$ cat src/rtl/nms_addr_seq.sv
// 3x3 non-maximum-suppression address sequencer: issues nine score reads around a
// centre pixel and reports whether the centre strictly dominates. Optional macro: NMS_BORDER_CHECK_EN.
module nms_addr_seq #(
    parameter int COLUMNS = 180,
    parameter int ROWS    = 120,
    parameter int ADDR_W  = 15,
    parameter int ROW_W   = 7,
    parameter int COL_W   = 8,
    parameter int SCORE_W = 8
) (
    input  logic               clk,
    input  logic               reset,
    input  logic               start,
    input  logic [ROW_W-1:0]   refRow,
    input  logic [COL_W-1:0]   refCol,
    output logic               scoreRd,
    output logic [ADDR_W-1:0]  scoreAddr,
    input  logic [SCORE_W-1:0] scoreData,
    output logic               busy,
    output logic               done,
    output logic               isMax
);

    typedef enum logic [1:0] {S_IDLE, S_READ, S_DRAIN, S_DONE} state_t;

    localparam logic [ADDR_W-1:0] COLS_A = ADDR_W'(COLUMNS);
    localparam logic [ADDR_W-1:0] ONE_A  = ADDR_W'(1);

    state_t              r_state;
    logic [3:0]          r_k;
    logic [ADDR_W-1:0]   r_base;
    logic [ADDR_W-1:0]   r_addr;
    logic                r_rd;
    logic                r_busy;
    logic                r_done;
    logic                r_ismax;
    logic                r_vld;
    logic [3:0]          r_vk;
    logic [SCORE_W-1:0]  r_center;
    logic                r_gt;

    logic [ADDR_W-1:0]   w_c;
    logic                w_border;
    logic                w_nb_hit;
    logic [3:0]          w_k_next;

    // Clockwise neighbour walk starting north of the centre; all arithmetic wraps.
    function automatic logic [ADDR_W-1:0] f_offset(input logic [3:0] k);
        case (k)
            4'd0:    f_offset = '0;
            4'd1:    f_offset = '0 - COLS_A;
            4'd2:    f_offset = ONE_A - COLS_A;
            4'd3:    f_offset = ONE_A;
            4'd4:    f_offset = COLS_A + ONE_A;
            4'd5:    f_offset = COLS_A;
            4'd6:    f_offset = COLS_A - ONE_A;
            4'd7:    f_offset = '0 - ONE_A;
            default: f_offset = '0 - COLS_A - ONE_A;
        endcase
    endfunction

    assign w_c      = ADDR_W'(32'(refRow) * 32'(COLUMNS) + 32'(refCol));
    assign w_k_next = r_k + 4'd1;

`ifdef NMS_BORDER_CHECK_EN
    assign w_border = (refRow == '0) || (refRow == ROW_W'(ROWS - 1)) ||
                      (refCol == '0) || (refCol == COL_W'(COLUMNS - 1));
`else
    assign w_border = 1'b0;
`endif

    // A neighbour equal to the centre also disqualifies it (ties are not maxima).
    assign w_nb_hit = r_vld && (r_vk != 4'd0) && (scoreData >= r_center);

    always_ff @(posedge clk) begin
        if (reset) begin
            r_state  <= S_IDLE;
            r_k      <= '0;
            r_base   <= '0;
            r_addr   <= '0;
            r_rd     <= 1'b0;
            r_busy   <= 1'b0;
            r_done   <= 1'b0;
            r_ismax  <= 1'b0;
            r_vld    <= 1'b0;
            r_vk     <= '0;
            r_center <= '0;
            r_gt     <= 1'b0;
        end else begin
            r_vld <= r_rd;
            r_vk  <= r_k;
            if (r_vld) begin
                if (r_vk == 4'd0)
                    r_center <= scoreData;
                else if (w_nb_hit)
                    r_gt <= 1'b0;
            end
            case (r_state)
                S_IDLE: begin
                    if (start) begin
                        r_busy  <= 1'b1;
                        r_ismax <= 1'b0;
                        r_base  <= w_c;
                        r_k     <= '0;
                        if (w_border) begin
                            r_gt    <= 1'b0;
                            r_state <= S_DRAIN;
                        end else begin
                            r_gt    <= 1'b1;
                            r_rd    <= 1'b1;
                            r_addr  <= w_c;
                            r_state <= S_READ;
                        end
                    end
                end
                S_READ: begin
                    if (r_k == 4'd8) begin
                        r_rd    <= 1'b0;
                        r_state <= S_DRAIN;
                    end else begin
                        r_k    <= w_k_next;
                        r_addr <= r_base + f_offset(w_k_next);
                    end
                end
                S_DRAIN: begin
                    // Last neighbour's data arrives this cycle, so fold it in directly.
                    r_busy  <= 1'b0;
                    r_done  <= 1'b1;
                    r_ismax <= r_gt && !w_nb_hit && (r_center != '0);
                    r_state <= S_DONE;
                end
                default: begin
                    r_done  <= 1'b0;
                    r_state <= S_IDLE;
                end
            endcase
        end
    end

    assign scoreRd   = r_rd;
    assign scoreAddr = r_addr;
    assign busy      = r_busy;
    assign done      = r_done;
    assign isMax     = r_ismax;

endmodule
$ cat config.mk
export PLATFORM = sky130hd
export DESIGN_NAME = nms_addr_seq
export DESIGN_NICKNAME = d
export VERILOG_FILES = /design/src/rtl/nms_addr_seq.sv
export SDC_FILE = /design/constraint.sdc
export NUM_CORES = 1
export LEC_CHECK = 0
export BUFFER_PORTS_ARGS = -buffer_cell sky130_fd_sc_hd__buf_4
export CAP_MARGIN = 40
export CORE_MARGIN = 1
export CORE_UTILIZATION = 49
export DETAILED_ROUTE_END_ITERATION = 12
export PLACE_DENSITY = 0.71
export SLEW_MARGIN = 20
export SYNTH_ARGS = -nofsm -noshare
export SYNTH_HDL_FRONTEND = slang
export SYNTH_SLANG_ARGS = --single-unit
$ cat constraint.sdc
create_clock -name clk -period 4.3 [get_ports clk]
set_input_delay 0.43 -clock clk [delete_from_list [all_inputs] [get_ports clk]]
set_output_delay 0.43 -clock clk [all_outputs]
set_load 0.01 [all_outputs]
==> out/results.ini <==
[status]
status=finished, final reports clean

[power]
p_comb_frac=0.639
pwr-share-seq=0.242
p_leak_nw=2.12
switching_share=0.465
p_int_mw=1.63
peakVddDrop_mv=0.224
p_sw_mw=1.42
p_per_area_mw_per_mm2=630
p_clk_frac=0.118

[floorplan]
core_region_area_mm2=0.00834
die_w_um=95.4
pin_count=45
dieHeight_um=95.4
die_area_mm2=0.00909
num_rows=33
start_util=0.512

[yosys]
synth_edf_count=0
async_flop_share=0
yosysWarnings=0
synth_area_mm2=0.00427
synth_fp_nets=622
ys_seq_area_frac=0.253
synth.distinct_cells=60
synthFlopType=dfxtp_1
syn_inst=526
syn_avg_cell_area_um2=8.12
ys_ff_latch=54

[place]
dp_hpwl_um=7500
io_buffer_count=44
gp_congestion=0.880

[grt]
track_usage=0.220
grt_pass1_vias=3427
grt_pass1_wl_um=15700
antenna_found_initial=0
overflow=0
grt_use_met2=0.385
grt_use_met1=0.286
met3_usage=0.0279
grt_max_degree=50
grt-busiest-layer=met2

[critical_path]
setup.worst_path.end_class=flip-flop
setup.worst_path.class=in -> reg
startpoint_type=primary input
worst_ep_arrival_time_ns=4.00
cp.required_ns=4.53
crit_fanout=3

[flow_run]
maxCapViolCount=0

[clock_tree]
htree_levels=2
clock_latency_ns=0.32
clkSinkCount=54
clockRootBuffer=clkbuf_8
cts_hold_buf=0
cts_made_buffers=5
cts_setup_buffers=0
clk_path_buf_depth=2
clk_pin_slew_ns=0.11
cts_tree=yes
cts_resized=0

[routing]
wl_um=9590
drc_errors=0
drt_iter0_drc=144
vias=3761
wl_per_cell_um=14.3
ant_nets=0
vias_per_cell=5.59
first_pass_iters=4

[timing]
period_share=0.878
period_needed_ns=3.78
tightest_slew_ns=0.770
setup_viol=0
max-slew-margin-rel=0.487
slew_viol_final=0
hold_viol=0
fmax_mhz=265
finalClockSkew_ns=0.0103
fin_tns_setup_ns=0
rsz0062_at_grt=false

[finish]
syn_to_final_growth_pct=13.1
fillCellCount=785
drive_gt1_frac=0.129
final_cell_mix=61 x nor2_1, 60 x ha_1, 54 x dfxtp_1
post-route-util=0.579
diodes=0
final_common_cell=nor2_1
nNetsFinal=663

[worst_hold_path]
hold_class=in -> reg

-- kinds of logic after synthesis --
logic type | count (synthesis) | share of synthesized area
AND/OR/NAND/NOR | 172 | 0.191
buffers and inverters | 59 | 0.0519
multiplexers | 3 | 0.00703
XOR/XNOR | 26 | 0.0533
flip-flops | 54 | 0.253
AO/OA/AOI/OAI | 142 | 0.221
adder cells (fa/ha/maj) | 70 | 0.223
-- metal layers --
| metal | part of all wire | wire length, um |
|---|---|---|
| met2 | 0.48 | 4570 |
| met5 | 0 | 0 |
| met1 | 0.47 | 4520 |
| met3 | 0.041 | 394 |
| met4 | 0.011 | 102 |
-- flip-flops by register name, indices dropped and copies added, names as in the netlist --
signal,flops
r_center,8
r_vk,4
r_gt,1
r_base,15
busy,1
done,1
r_vld,1
scoreRd,1
scoreAddr,15
r_k,4
r_state,2
isMax,1
-- synthesized netlist by cell type (all sizes together) (7+ instances only) --
master	count	area share
o21ai	28	0.033
nor2b	8	0.012
nor2	61	0.054
nor3	10	0.012
a211oi	21	0.038
inv	43	0.038
o21a	7	0.013
dfxtp	54	0.25
a21oi	52	0.062
xnor2	14	0.029
ha	60	0.18
clkbuf	14	0.012
nand2	45	0.040
nand3	21	0.026
fa	10	0.047
xor2	12	0.025
-- through the flow --
stage	hold WS, ns	cells	setup WS, ns	area (um2)	total power [mW]
6_report	0.356	673	0.524	4830	3.04
5_1_grt	0.360	673	0.248	4830	3.32
4_1_cts	0.352	673	0.499	4830	3.05
3_5_place_dp	0.458	665	0.181	4720	2.69
3_3_place_gp	0.446	664	0.295	4710	2.65
2_1_floorplan	0.441	526	0.545	4270	2.19
-- power groups by stage --
| stage | clock [mW] | sequential (mW) | combinational (mW) |
|---|---|---|---|
| detailed placement | 0 | 0.749 | 1.94 |
| global placement | 0 | 0.744 | 1.91 |
| floorplan | 0 | 0.752 | 1.44 |
| finish | 0.360 | 0.738 | 1.95 |
| CTS | 0.360 | 0.738 | 1.95 |
| global route | 0.383 | 0.757 | 2.18 |
-- path summary, 6_finish.rpt --
path,slack [ns],to,startpoint,cells past startpoint
setup / recovery,0.52,scoreAddr[14]$_SDFFE_PP0P_,refRow[2],15
hold / removal,0.36,r_base[1]$_SDFFE_PP0P_,refCol[1],3
setup reg to reg,0.71,scoreAddr[12]$_SDFFE_PP0P_,r_k[0]$_SDFFE_PP0P_,12
hold reg to reg,0.47,scoreAddr[2]$_SDFFE_PP0P_,scoreAddr[2]$_SDFFE_PP0P_,2
-- critical path: stages --
cell and delay, ns:
buf_4 0.12, ha_1 0.33, ha_1 0.29, inv_1 0.05
fa_1 0.50, inv_1 0.04, ha_1 0.23, fa_1 0.44
xor2_1 0.27, o21a_1 0.20, nand4_2 0.16, a2111oi_4 0.28
nand3_2 0.15, xor2_1 0.20, a2111oi_2 0.31
-- cell type report --
| cell class | instances | area [um2] | area share |
|---|---|---|---|
| Tap cell | 105 | 131 | 0.0272 |
| Timing Repair Buffer | 49 | 365 | 0.0757 |
| Sequential cell | 54 | 1080 | 0.224 |
| Inverter | 44 | 165 | 0.0342 |
| Clock inverter | 3 | 43.8 | 0.00907 |
| Clock buffer | 5 | 68.8 | 0.0143 |
| Multi-Input combinational cell | 413 | 2970 | 0.616 |
No activity file was read; power rests on OpenSTA's default activity.
